$ cat src/rtl/bus_loader_pkg.sv
// Shared types and defaults for the UART-driven memory loader.
package bus_loader_pkg;

   localparam int unsigned CLKS_PER_BIT_DEFAULT = 434;

   typedef enum logic [1:0] {
      StHdrHi,
      StHdrLo,
      StWord,
      StWrite
   } loader_state_e;

   typedef enum logic [1:0] {
      StIdle,
      StStart,
      StData,
      StStop
   } rx_state_e;

endpackage

$ cat src/rtl/bus_loader_uart_rx.sv
// 8N1 UART receiver: 2-flop synchronizer, mid-bit sampling, one-cycle valid/frameErr strobes.
module uart_rx
   import bus_loader_pkg::*;
#(
   parameter int unsigned CLKS_PER_BIT = CLKS_PER_BIT_DEFAULT
) (
   input  logic       clk,
   input  logic       rst,
   input  logic       rx,
   output logic [7:0] rx_byte,
   output logic       valid,
   output logic       frameErr
);

   localparam logic [15:0] HalfMax = 16'(CLKS_PER_BIT / 2 - 1);
   localparam logic [15:0] BitMax  = 16'(CLKS_PER_BIT - 1);

   logic [1:0]  sync_q;
   rx_state_e   state_q, state_d;
   logic [15:0] cnt_q, cnt_d;
   logic [2:0]  bit_q, bit_d;
   logic [7:0]  shift_q, shift_d;
   logic        rx_s;

   assign rx_s    = sync_q[1];
   assign rx_byte = shift_q;

   always_ff @(posedge clk) begin
      if (rst) begin
         sync_q  <= 2'b11;
         state_q <= StIdle;
         cnt_q   <= '0;
         bit_q   <= '0;
         shift_q <= '0;
      end else begin
         sync_q  <= {sync_q[0], rx};
         state_q <= state_d;
         cnt_q   <= cnt_d;
         bit_q   <= bit_d;
         shift_q <= shift_d;
      end
   end

   always_comb begin
      state_d  = state_q;
      cnt_d    = cnt_q;
      bit_d    = bit_q;
      shift_d  = shift_q;
      valid    = 1'b0;
      frameErr = 1'b0;
      case (state_q)
         StIdle: begin
            if (!rx_s) begin
               state_d = StStart;
               cnt_d   = '0;
            end
         end
         StStart: begin
            if (cnt_q == HalfMax) begin
               cnt_d   = '0;
               bit_d   = '0;
               // A line that is high again at mid-start-bit was only a glitch.
               state_d = rx_s ? StIdle : StData;
            end else begin
               cnt_d = cnt_q + 16'd1;
            end
         end
         StData: begin
            if (cnt_q == BitMax) begin
               cnt_d   = '0;
               shift_d = {rx_s, shift_q[7:1]};
               bit_d   = bit_q + 3'd1;
               if (bit_q == 3'd7) state_d = StStop;
            end else begin
               cnt_d = cnt_q + 16'd1;
            end
         end
         StStop: begin
            if (cnt_q == BitMax) begin
               cnt_d    = '0;
               state_d  = StIdle;
               valid    = rx_s;
               frameErr = !rx_s;
            end else begin
               cnt_d = cnt_q + 16'd1;
            end
         end
         default: state_d = StIdle;
      endcase
   end

endmodule

$ cat src/rtl/bus_loader.sv
// Loads a length-prefixed stream of big-endian 32-bit words from UART into memory from address 0.
module bus_loader
   import bus_loader_pkg::*;
#(
   parameter int unsigned CLKS_PER_BIT = CLKS_PER_BIT_DEFAULT
) (
   input  logic        clk,
   input  logic        rst,
   input  logic        rx,
   output logic [15:0] address,
   output logic [31:0] data,
   output logic        wren,
   input  logic        stall,
   output logic        holdCpu,
   output logic        done,
   output logic        error
);

   logic [7:0]    rx_byte;
   logic          rx_valid, rx_ferr;
   loader_state_e state_q, state_d;
   logic [15:0]   count_q, count_d, addr_q, addr_d;
   logic [31:0]   data_q, data_d;
   logic [1:0]    idx_q, idx_d;
   logic          wren_q, wren_d, hold_q, hold_d, done_q, done_d, error_q, error_d;

   uart_rx #(
      .CLKS_PER_BIT(CLKS_PER_BIT)
   ) u_uart_rx (
      .clk     (clk),
      .rst     (rst),
      .rx      (rx),
      .rx_byte (rx_byte),
      .valid   (rx_valid),
      .frameErr(rx_ferr)
   );

   assign address = addr_q;
   assign data    = data_q;
   assign wren    = wren_q;
   assign holdCpu = hold_q;
   assign done    = done_q;
   assign error   = error_q;

   always_ff @(posedge clk) begin
      if (rst) begin
         state_q <= StHdrHi;
         count_q <= '0;
         addr_q  <= '0;
         data_q  <= '0;
         idx_q   <= '0;
         wren_q  <= 1'b0;
         hold_q  <= 1'b0;
         done_q  <= 1'b0;
         error_q <= 1'b0;
      end else begin
         state_q <= state_d;
         count_q <= count_d;
         addr_q  <= addr_d;
         data_q  <= data_d;
         idx_q   <= idx_d;
         wren_q  <= wren_d;
         hold_q  <= hold_d;
         done_q  <= done_d;
         error_q <= error_d;
      end
   end

   always_comb begin
      state_d = state_q;
      count_d = count_q;
      addr_d  = addr_q;
      data_d  = data_q;
      idx_d   = idx_q;
      wren_d  = wren_q;
      hold_d  = hold_q;
      done_d  = 1'b0;
      error_d = error_q;
      // A framing error outranks everything, including a write completing this cycle.
      if (rx_ferr) begin
         error_d = 1'b1;
         wren_d  = 1'b0;
         hold_d  = 1'b0;
         state_d = StHdrHi;
      end else begin
         case (state_q)
            StHdrHi: begin
               if (rx_valid) begin
                  count_d[15:8] = rx_byte;
                  hold_d        = 1'b1;
                  error_d       = 1'b0;
                  state_d       = StHdrLo;
               end
            end
            StHdrLo: begin
               if (rx_valid) begin
                  count_d[7:0] = rx_byte;
                  addr_d       = '0;
                  idx_d        = '0;
                  if ({count_q[15:8], rx_byte} == 16'd0) begin
                     done_d  = 1'b1;
                     hold_d  = 1'b0;
                     state_d = StHdrHi;
                  end else begin
                     state_d = StWord;
                  end
               end
            end
            StWord: begin
               if (rx_valid) begin
                  data_d = {data_q[23:0], rx_byte};
                  idx_d  = idx_q + 2'd1;
                  if (idx_q == 2'd3) begin
                     wren_d  = 1'b1;
                     state_d = StWrite;
                  end
               end
            end
            StWrite: begin
               if (rx_valid) begin
                  // Overrun: a new byte arrived before the responder accepted the word.
                  error_d = 1'b1;
                  wren_d  = 1'b0;
                  hold_d  = 1'b0;
                  state_d = StHdrHi;
               end else if (!stall) begin
                  wren_d = 1'b0;
                  addr_d = addr_q + 16'd1;
                  idx_d  = '0;
                  if (addr_q + 16'd1 == count_q) begin
                     done_d  = 1'b1;
                     hold_d  = 1'b0;
                     state_d = StHdrHi;
                  end else begin
                     state_d = StWord;
                  end
               end
            end
            default: state_d = StHdrHi;
         endcase
      end
   end

endmodule

$ cat config.mk
export PLATFORM = sky130hd
export DESIGN_NAME = bus_loader
export DESIGN_NICKNAME = d
export VERILOG_FILES = /design/src/rtl/bus_loader_pkg.sv /design/src/rtl/bus_loader_uart_rx.sv /design/src/rtl/bus_loader.sv
export SDC_FILE = /design/constraint.sdc
export NUM_CORES = 1
export LEC_CHECK = 0
export BUFFER_PORTS_ARGS = -buffer_cell sky130_fd_sc_hd__buf_2
export CORE_MARGIN = 1.5
export CORE_UTILIZATION = 30
export CTS_BUF_LIST = sky130_fd_sc_hd__clkbuf_4 sky130_fd_sc_hd__clkbuf_8 sky130_fd_sc_hd__clkbuf_16
export CTS_CLUSTER_SIZE = 10
export DETAILED_ROUTE_END_ITERATION = 10
export PLACE_DENSITY = 0.44
export SKIP_CTS_REPAIR_TIMING = 1
export SLEW_MARGIN = 15
export SYNTH_ARGS = -nofsm -noshare
export SYNTH_HDL_FRONTEND = slang
export SYNTH_SLANG_ARGS = --single-unit
export TNS_END_PERCENT = 30
$ cat constraint.sdc
create_clock -name clk -period 2.1 [get_ports clk]
set_input_delay 0.63 -clock clk [delete_from_list [all_inputs] [get_ports clk]]
set_output_delay 0.63 -clock clk [all_outputs]
set_load 0.01 [all_outputs]
==> results of run 1 <==
## power groups by stage
stage,clock network (mW),registers [mW],logic (mW)
after floorplan,0,2.01,0.0833
after global placement,0,2.01,0.150
after CTS,1.80,1.96,0.153
after detailed placement,0,2.01,0.151
after global routing,1.87,1.96,0.209
final,1.74,1.96,0.190
## layer usage
layer  vias up  part of all wire [%]
met4         0                  0.74
met5         -                     0
met2        70                    48
met3         7                   3.3
met1      2264                    47
li1       2460                     -
## per-stage QoR
stage | worst slack [ns] | setup TNS, ns
final | -0.230 | -11.59
after floorplan | -0.216 | -8.49
after global placement | -0.250 | -11.68
after CTS | -0.321 | -15.90
after detailed placement | -0.302 | -12.81
after global routing | -0.309 | -19.80
## worst max-delay path, cell delays in order, from the launching register on
cell	delay, ns
dfxtp_1	0.32
or4_4	0.53
or4_4	0.55
buf_6	0.16
nor2_8	0.08
and3_4	0.25
buf_2	0.16
nand2_1	0.07
a21oi_1	0.13
## flip-flops by register name (all words and copies together) (netlist names), 2 cells and up, named ones only
signal,flops
address,16
count_q,16
data,32
idx_q,2
state_q,2
u_uart_rx.bit_q,3
u_uart_rx.cnt_q,16
u_uart_rx.rx_byte,8
u_uart_rx.sync_q,2
## worst max-delay path by stage
| stage | startpoint | end | slack, ns | depth (start not counted) |
|---|---|---|---|---|
| floorplan | u_uart_rx.cnt_q[2] | address[13] | -0.22 | 8 |
| global placement | address[0] | state_q[1] | -0.25 | 8 |
| detailed placement | address[1] | state_q[1] | -0.30 | 8 |
| CTS | address[1] | state_q[1] | -0.32 | 8 |
| global route | u_uart_rx.cnt_q[14] | u_uart_rx.bit_q[0] | -0.31 | 7 |
| finish | u_uart_rx.cnt_q[2] | data[20] | -0.23 | 8 |
## layout make-up
cell class	count	area [sq um]	area share (%)
Tap cell	216	270	3.94
Timing Repair Buffer	170	1240	18.1
Clock inverter	7	91.3	1.33
Multi-Input combinational cell	472	2910	42.5
Inverter	13	48.8	0.712
Clock buffer	9	225	3.29
Sequential cell	103	2070	30.1
## cell families (layout without fill, tap and decap cells)
kind of cell    count (synthesis)  in the layout  synth area share [%]
xor+xnor                       33             33                  5.89
flops                         103            103                  42.0
compound gates                135            135                  15.5
fa+ha+maj                      12             12                  3.06
mux                             1              1                 0.204
buf+inv                        48            199                  4.69
simple gates                  291            291                  28.7
## cells in the final DEF, fill, tap and decap left out, types with 5 or more instances in the layout
| master | count |
|---|---|
| ha_1 | 11 |
| buf_6 | 7 |
| dfxtp_1 | 100 |
| a31oi_1 | 8 |
| or4_4 | 5 |
| buf_2 | 56 |
| nor3_2 | 6 |
| buf_12 | 5 |
| a21o_1 | 5 |
| clkbuf_16 | 10 |
| a21oi_2 | 9 |
| o21ai_1 | 5 |
| a21oi_1 | 77 |
| nor2_1 | 35 |
| nor3_1 | 15 |
| nor4_1 | 6 |
| nand3_1 | 22 |
| o21ai_0 | 8 |
| inv_1 | 13 |
| nand2_1 | 139 |
| and3_1 | 5 |
| buf_4 | 101 |
| xnor2_1 | 18 |
| xor2_1 | 14 |
| nand4_1 | 10 |
==> results.py, run 1 <==
metrics = {
    "run_status": {
        "status": "complete, but fails checks",
        "violations": "negative setup slack",
    },
    "power": {
        "p_leak_nw": 2.67,
        "p_seq_share_pct": 50.4,
        "p_int_mw": 2.89,
        "ir_drop_uv": 395,
        "power.total_mw": 3.89,
        "p_switching_mw": 0.998,
        "switching_share_pct": 25.7,
        "combPwrFrac_pct": 4.9,
        "p_per_area_mw_per_mm2": 567,
        "clkPwrFrac_pct": 44.7,
    },
    "logic_synthesis": {
        "avgSynthCellArea_sq_um": 7.88,
        "synthesis.nets": 639,
        "post-synth-top-count-cell": "nand2_1",
        "ys_seq_elements": 103,
        "syn_inst": 623,
        "yosys.area.top_type_share_pct": 42.0,
        "ys_types": 55,
        "synth_edf_count": 0,
        "synth_common_cells": "nand2_1, dfxtp_1, a21oi_1, nor2_1, nand3_1",
        "synth_area_leaders": "dfxtp_1, nand2_1, a21oi_1",
        "seq_area_frac_synth_pct": 42.0,
        "synth_largest_area_cell": "dfxtp_1",
        "synthArstFlopShare_pct": 0,
        "yosys_warnings": 0,
        "ys.flop_type": "dfxtp_1",
        "syn_area_sq_mm": 0.00491,
    },
    "timing": {
        "tightest_slew_ns": 0.585,
        "rsz0062_at_grt": "yes",
        "fmax_mhz": 429,
        "fin_crit_sh_pct": 111,
        "fin_crit_ns": 2.33,
        "setup_viol": 87,
        "worst_slack_ns": -0.230,
        "slew_violations": 0,
        "hold_slack_ns": 0.415,
        "relSlewSlack_pct": 60.6,
        "fin_skew_ns": 0.0130,
        "final-hold-violation-count": 0,
    },
    "die": {
        "ios": 56,
        "fp.dieW_um": 131,
        "die_area_sq_mm": 0.0171,
        "core_area_sq_mm": 0.0159,
        "start_util_pct": 30.8,
        "core.rowCount": 46,
        "die_y_um": 131,
    },
    "grt": {
        "grtUsageMet3_pct": 3.95,
        "track_usage_pct": 17.0,
        "grt_remaining_overflow": 0,
        "grt.busiest_layer": "met2",
        "antenna_found_initial": 0,
        "grtUsageMet1_pct": 22.1,
        "grt_pass1_vias": 4490,
        "grt_pass1_wl_mm": 22.9,
        "use_met2_pct": 28.5,
        "grt_start_max_net_pins": 91,
    },
    "setup_path": {
        "rrSetupSlack_ns": -0.23,
        "worst_setup_path_end_kind": "flop",
        "r2r_start": "u_uart_rx.cnt_q[2]",
        "start_kind": "flop",
        "path_class": "reg -> reg",
        "cp_data_required_time_ns": 2.38,
        "worstReg2RegEnd": "data[20]",
        "critPathArrivalTime_ns": 2.61,
        "rr_worst_depth": 8,
        "cp_max_fo": 5,
    },
    "clock_tree": {
        "cts_tree": "yes",
        "clkLatencyLatePin_ns": 0.36,
        "cts.sinks": 103,
        "cts_made_buffers": 9,
        "clockRootBuffer": "clkbuf_16",
        "clk_path_buf_depth": 2,
        "h-tree-depth": 3,
        "clkTransAtPathRegs_ns": 0.08,
    },
    "drt": {
        "vias": 4801,
        "wl_mm": 14.4,
        "routedWlPerCell_um": 14.5,
        "ant_nets": 0,
        "via_per_inst": 4.85,
        "firstDrtPassIters": 4,
        "drc_errors": 0,
        "dr.first_iter.drc_count": 268,
    },
    "finish": {
        "stdcell_count": 990,
        "fin_area_sq_mm": 0.00686,
        "layout-drive-gt1-share_pct": 31.4,
        "n_fill_cell": 1691,
        "syn_to_final_growth_pct": 39.6,
        "post-route-util_pct": 43.0,
        "diodes": 0,
        "final_nets": 785,
    },
    "placed_design": {
        "place_hpwl_mm": 10.0,
        "portBuffers": 55,
        "dp.cells": 963,
        "gp_congestion": 0.801,
        "dpl-instance-area_sq_mm": 0.00615,
    },
    "hold_path": {
        "hold_start": "u_uart_rx.sync_q[0]",
        "min_path_cells": 1,
        "worstHoldEndpoint": "u_uart_rx.sync_q[1]",
        "min_path_type": "reg -> reg",
    },
    "flow_run": {
        "maxCapViolCount": 0,
    },
}
(Power assumes the default switching activity.)
==> run 2, diff against run 1 <==
--- a/config.mk
+++ b/config.mk
@@ -5,13 +5,15 @@
 export SDC_FILE = /design/constraint.sdc
 export NUM_CORES = 1
 export LEC_CHECK = 0
+export ABC_AREA = 1
 export BUFFER_PORTS_ARGS = -buffer_cell sky130_fd_sc_hd__buf_2
 export CORE_MARGIN = 1.5
 export CORE_UTILIZATION = 30
 export CTS_BUF_LIST = sky130_fd_sc_hd__clkbuf_4 sky130_fd_sc_hd__clkbuf_8 sky130_fd_sc_hd__clkbuf_16
 export CTS_CLUSTER_SIZE = 10
 export DETAILED_ROUTE_END_ITERATION = 10
-export PLACE_DENSITY = 0.44
+export GPL_TIMING_DRIVEN = 0
+export PLACE_DENSITY = 0.42
 export SKIP_CTS_REPAIR_TIMING = 1
 export SLEW_MARGIN = 15
 export SYNTH_ARGS = -nofsm -noshare
==> constraint.sdc (replaced) <==
create_clock -name clk -period 2.8 [get_ports clk]
set_input_delay 0.84 -clock clk [delete_from_list [all_inputs] [get_ports clk]]
set_output_delay 0.84 -clock clk [all_outputs]
set_load 0.01 [all_outputs]
==> results.py, run 2 <==
metrics = {
    "run_status": {
        "status": "completed",
    },
    "power": {
        "p_leak_nw": 2.46,
        "power.total_mw": 2.86,
        "p_switching_mw": 0.730,
        "p_per_area_mw_per_mm2": 473,
        "combPwrFrac_pct": 4.1,
        "p_int_mw": 2.13,
        "ir_drop_uv": 277,
        "clkPwrFrac_pct": 44.3,
        "p_seq_share_pct": 51.6,
        "switching_share_pct": 25.5,
    },
    "placed_design": {
        "portBuffers": 55,
        "gp_congestion": 0.860,
        "dp.cells": 1010,
        "place_hpwl_mm": 11.6,
        "dpl-instance-area_sq_mm": 0.00575,
    },
    "logic_synthesis": {
        "ys_seq_elements": 103,
        "ys_types": 41,
        "ys.flop_type": "dfxtp_1",
        "synthArstFlopShare_pct": 0,
        "seq_area_frac_synth_pct": 39.6,
        "post-synth-top-count-cell": "nand2_1",
        "synth_largest_area_cell": "dfxtp_1",
        "yosys_warnings": 0,
        "synthesis.nets": 751,
        "synth_edf_count": 0,
        "syn_inst": 735,
        "yosys.area.top_type_share_pct": 39.6,
        "synth_common_cells": "nand2_1, nor2_1, dfxtp_1, inv_1, o21ai_0",
        "avgSynthCellArea_sq_um": 7.08,
        "synth_area_leaders": "dfxtp_1, nand2_1, nor2_1",
        "syn_area_sq_mm": 0.00520,
    },
    "setup_path": {
        "crit_chain": "ha_1 -> nand3_1 -> nor2_1 -> nand2_1 -> nand2_1 -> nor2_1 -> nor2_1 -> nand2_1 -> nor2_1 -> nand3_1 -> nand2_2 -> nand3_2 -> nand2_1 -> inv_1 -> nor2_1",
        "slowest_delay_ns": 0.48,
        "path_class": "reg -> reg",
        "cp_num_buf_inv": 1,
        "worst_setup_path_end_kind": "flop",
        "crit_family": "simple AND/OR/NAND/NOR gates",
        "critPathArrivalTime_ns": 2.65,
        "start_kind": "flop",
        "cp_max_fo": 7,
        "cp_common_cell": "nor2_1",
        "cp_data_required_time_ns": 3.10,
        "crit_path_top_delay_cell": "dfxtp_1",
    },
    "finish": {
        "final_nets": 817,
        "final_cell_mix": "nand2_1, nor2_1, dfxtp_1, inv_1, o21ai_0",
        "n_fill_cell": 1817,
        "final_common_cell": "nand2_1",
        "syn_to_final_growth_pct": 16.1,
        "fin_area_sq_mm": 0.00604,
        "diodes": 0,
        "largest_register_ffs": 32,
        "layout-drive-gt1-share_pct": 14.0,
        "stdcell_count": 1026,
    },
    "drt": {
        "ant_nets": 0,
        "vias": 4985,
        "dr.first_iter.drc_count": 231,
        "firstDrtPassIters": 4,
        "routedWlPerCell_um": 15.0,
        "drc_errors": 0,
        "wl_mm": 15.4,
        "via_per_inst": 4.86,
    },
    "timing": {
        "final-hold-violation-count": 0,
        "relSlewSlack_pct": 56.1,
        "fin_crit_sh_pct": 84.3,
        "fmax_mhz": 424,
        "rsz0062_at_grt": "no",
        "setup_viol": 0,
        "setup-tns-final_ns": 0,
        "fin_crit_ns": 2.36,
        "fin_skew_ns": 0.0109,
        "slew_violations": 0,
        "hold_slack_ns": 0.412,
        "tightest_slew_ns": 0.658,
    },
    "die": {
        "ios": 56,
        "fp.dieW_um": 135,
        "die_area_sq_mm": 0.0181,
        "core_area_sq_mm": 0.0168,
        "core.rowCount": 47,
        "start_util_pct": 31.0,
        "die_y_um": 135,
    },
    "grt": {
        "grt_pass1_wl_mm": 24.4,
        "grt.busiest_layer": "met2",
        "grtUsageMet1_pct": 22.2,
        "use_met2_pct": 29.2,
        "grt_remaining_overflow": 0,
        "grt_pass1_vias": 4647,
        "track_usage_pct": 17.2,
        "antenna_found_initial": 0,
        "grtUsageMet3_pct": 2.33,
        "grt_start_max_net_pins": 20,
    },
    "clock_tree": {
        "clkTransAtPathRegs_ns": 0.08,
        "clockRootBuffer": "clkbuf_16",
        "clkLatencyLatePin_ns": 0.36,
        "cts.sinks": 103,
        "cts_made_buffers": 9,
        "h-tree-depth": 3,
        "clk_path_buf_depth": 2,
        "cts_tree": "yes",
    },
    "flow_run": {
        "maxCapViolCount": 0,
    },
    "hold_path": {
        "min_path_type": "reg -> reg",
    },
}
run 2: changes by cell type in the layout (fill, tap and decap cells not counted), moves of 23 or more:
cell / before / now
buf_4: 101 / 1
a21oi_1: 77 / 51
nand3_1: 22 / 56
inv_1: 13 / 65
o21ai_0: 8 / 65
nor2_1: 35 / 113
nand2_1: 139 / 116
run 2: routing by layer:
layer	part of all wire, %	vias up
met1	48	2307
met5	0	-
met4	2.1	0
li1	-	2577
met2	47	80
met3	2.7	21
run 2: worst register-to-register path, stage by stage, from the launching register on:
cell and delay [ns]:
dfxtp_1 0.48, ha_1 0.26, nand3_1 0.15, nor2_1 0.30, nand2_1 0.12, nand2_1 0.15, nor2_1 0.06, nor2_1 0.11
nand2_1 0.06, nor2_1 0.13, nand3_1 0.13, nand2_2 0.09, nand3_2 0.07, nand2_1 0.07, inv_1 0.03, nor2_1 0.09
run 2: path summary, 6_finish.rpt:
path	slack, ns	start	endpoint	cells past startpoint
max	0.44	address[0]	holdCpu	15
max reg2reg	0.44	address[0]	holdCpu	15
min	0.41	u_uart_rx.sync_q[0]	u_uart_rx.sync_q[1]	1
min reg2reg	0.41	u_uart_rx.sync_q[0]	u_uart_rx.sync_q[1]	1
run 2: cell type report:
class	count	area [sq um]	share of cell area, %
clock inverter	7	61.3	1.02
buffer	25	121	2.01
tap	220	275	4.56
sequential	103	2060	34.1
clock buffer	9	225	3.73
inverter	76	285	4.72
timing repair buffer	55	275	4.56
multi-input combinational	531	2730	45.3
run 2: cell families (layout without fill, tap and decap cells):
group,count (synthesis),in the layout,share of synthesized area [%]
adders and majority gates,12,12,2.89
and+or+nand+nor,372,372,33.0
xor gates and xnor gates,13,13,2.77
buffers and inverters,101,172,7.82
AOI/OAI and AO/OA,134,134,13.9
DFF,103,103,39.6
run 2: metrics by stage:
| step | util, % | setup slack, ns |
|---|---|---|
| detailed placement | 34.3 | 0.368 |
| global route | 36.0 | 0.243 |
| floorplan | - | 0.948 |
| CTS | 36.0 | 0.406 |
| global placement | 34.3 | 0.410 |
| finish | 36.0 | 0.440 |
run 2: power groups by stage:
stage          Combinational [mW]  Clock (mW)  Sequential [mW]
6_report                    0.118        1.26             1.47
5_1_grt                     0.135        1.37             1.48
4_1_cts                     0.120        1.32             1.48
3_5_place_dp                0.119           0             1.51
3_3_place_gp                0.119           0             1.51
2_1_floorplan              0.0838           0             1.51
==> run 3, diff against run 2 <==
--- a/config.mk
+++ b/config.mk
@@ -13,7 +13,7 @@
 export CTS_CLUSTER_SIZE = 10
 export DETAILED_ROUTE_END_ITERATION = 10
 export GPL_TIMING_DRIVEN = 0
-export PLACE_DENSITY = 0.42
+export PLACE_DENSITY = 0.44
 export SKIP_CTS_REPAIR_TIMING = 1
 export SLEW_MARGIN = 15
 export SYNTH_ARGS = -nofsm -noshare
==> constraint.sdc (replaced) <==
create_clock -name clk -period 2 [get_ports clk]
set_input_delay 0.6 -clock clk [delete_from_list [all_inputs] [get_ports clk]]
set_output_delay 0.6 -clock clk [all_outputs]
set_load 0.01 [all_outputs]
==> results.py, run 3 (same netlist as run 2, synthesis figures left out) <==
metrics = {
    "clock_tree": {
        "h-tree-depth": 3,
        "clockRootBuffer": "clkbuf_16",
        "clk_path_buf_depth": 2,
        "cts_made_buffers": 9,
        "cts_tree": "yes",
        "clkLatencyLatePin_ns": 0.36,
        "cts.sinks": 103,
        "clkTransAtPathRegs_ns": 0.08,
    },
    "power": {
        "switching_share_pct": 25.1,
        "p_int_mw": 3.13,
        "p_switching_mw": 1.05,
        "ir_drop_uv": 403,
        "p_leak_nw": 2.60,
        "p_seq_share_pct": 49.3,
        "combPwrFrac_pct": 4.7,
        "p_per_area_mw_per_mm2": 641,
        "clkPwrFrac_pct": 46.0,
    },
    "run_status": {
        "status": "completed",
    },
    "finish": {
        "final_nets": 834,
        "syn_to_final_growth_pct": 25.3,
        "largest_register_ffs": 32,
        "stdcell_count": 1043,
        "layout-drive-gt1-share_pct": 22.6,
        "fin_area_sq_mm": 0.00652,
        "diodes": 0,
        "final_cell_mix": "nor2_1, nand2_1, dfxtp_1, inv_1, o21ai_0",
        "n_fill_cell": 1785,
    },
    "timing": {
        "relSlewSlack_pct": 60.7,
        "rsz0062_at_grt": "yes",
        "slew_violations": 0,
        "fin_crit_ns": 1.99,
        "setup_viol": 0,
        "fin_crit_sh_pct": 99.7,
        "final-hold-violation-count": 0,
        "fmax_mhz": 501,
        "tightest_slew_ns": 0.589,
        "fin_skew_ns": 0.00900,
    },
    "drt": {
        "dr.first_iter.drc_count": 294,
        "firstDrtPassIters": 5,
        "vias": 5105,
        "routedWlPerCell_um": 14.8,
        "drc_errors": 0,
        "via_per_inst": 4.89,
        "ant_nets": 0,
        "wl_mm": 15.4,
    },
    "die": {
        "fp.dieW_um": 135,
        "die_y_um": 135,
        "ios": 56,
        "start_util_pct": 31.0,
        "die_area_sq_mm": 0.0181,
        "core.rowCount": 47,
        "core_area_sq_mm": 0.0168,
    },
    "setup_path": {
        "start_kind": "flop",
        "worst_setup_path_end_kind": "flop",
        "cp_num_buf_inv": 1,
        "slowest_delay_ns": 0.40,
        "critPathArrivalTime_ns": 2.29,
        "rrSetupSlack_ns": 0.006,
        "cp_data_required_time_ns": 2.30,
        "path_class": "reg -> reg",
        "crit_chain": "ha_4 -> nand2_4 -> nor2_4 -> nand2_2 -> nand3b_1 -> nand2_1 -> nor2_1 -> nand3_1 -> nor2_2 -> nand3_2 -> nand2_2 -> nand3_2 -> nand2_1 -> inv_1 -> nor2_1",
        "crit_family": "simple AND/OR/NAND/NOR gates",
        "crit_path_top_delay_cell": "dfxtp_4",
        "cp_max_fo": 7,
    },
    "placed_design": {
        "dpl-instance-area_sq_mm": 0.00575,
        "place_hpwl_mm": 11.4,
        "gp_congestion": 0.870,
        "dp.cells": 1010,
        "portBuffers": 55,
    },
    "grt": {
        "track_usage_pct": 17.1,
        "grt_remaining_overflow": 0,
        "grt_start_max_net_pins": 21,
        "antenna_found_initial": 0,
        "grt_pass1_vias": 4776,
        "grt_pass1_wl_mm": 24.4,
    },
    "hold_path": {
        "min_path_type": "reg -> reg",
    },
    "flow_run": {
        "maxCapViolCount": 0,
    },
}
run 3: per-layer routing:
layer	vias up	GRT usage, %	part of all wire (%)	wire length, um
li1	2617	-	-	-
met1	2376	21.9	47	7270
met2	94	28.7	48	7380
met3	18	3.57	3.4	520
met4	0	5.68	1.8	276
met5	-	0	0	0
run 3: layout make-up:
cell class | instances | area [sq um] | area share (%)
Multi-Input combinational cell | 531 | 2970 | 45.5
Inverter | 76 | 293 | 4.49
Sequential cell | 103 | 2090 | 32.0
Clock inverter | 7 | 104 | 1.59
Tap cell | 220 | 275 | 4.22
Clock buffer | 9 | 225 | 3.45
Timing Repair Buffer | 72 | 414 | 6.35
Buffer | 25 | 153 | 2.34
run 3: worst paths after layout:
kind / startpoint / endpoint / cells past startpoint
min reg2reg: u_uart_rx.sync_q[0] / u_uart_rx.sync_q[1] / 1
min: u_uart_rx.sync_q[0] / u_uart_rx.sync_q[1] / 1
max: address[0] / holdCpu / 15
max reg2reg: address[0] / holdCpu / 15
run 3: worst register-to-register path, cell delays in order, from the launching register on:
cell      delay [ns]
dfxtp_4         0.40
ha_4            0.19
nand2_4         0.06
nor2_4          0.21
nand2_2         0.11
nand3b_1        0.12
nand2_1         0.06
nor2_1          0.08
nand3_1         0.09
nor2_2          0.16
nand3_2         0.10
nand2_2         0.09
nand3_2         0.07
nand2_1         0.07
inv_1           0.03
nor2_1          0.08
run 3: power groups by stage:
stage	Combinational, mW	Sequential (mW)	Clock [mW]
2_1_floorplan	0.117	2.11	0
3_3_place_gp	0.165	2.11	0
3_5_place_dp	0.167	2.11	0
4_1_cts	0.167	2.07	2.00
5_1_grt	0.219	2.06	2.08
6_report	0.196	2.06	1.92
run 3: stage by stage:
| stage | hold WS, ns | total power, mW | util (%) | setup slack [ns] | TNS [ns] |
|---|---|---|---|---|---|
| 2_1_floorplan | 0.389 | 2.23 | - | 0.148 | 0 |
| 4_1_cts | 0.402 | 4.23 | 36.3 | -0.360 | -9.89 |
| 5_1_grt | 0.402 | 4.36 | 38.9 | -0.120 | -4.13 |
| 6_report | 0.411 | 4.18 | 38.9 | 0.00583 | 0 |
| 3_3_place_gp | 0.391 | 2.28 | 34.3 | -0.311 | -9.89 |
| 3_5_place_dp | 0.394 | 2.28 | 34.3 | -0.341 | -9.04 |
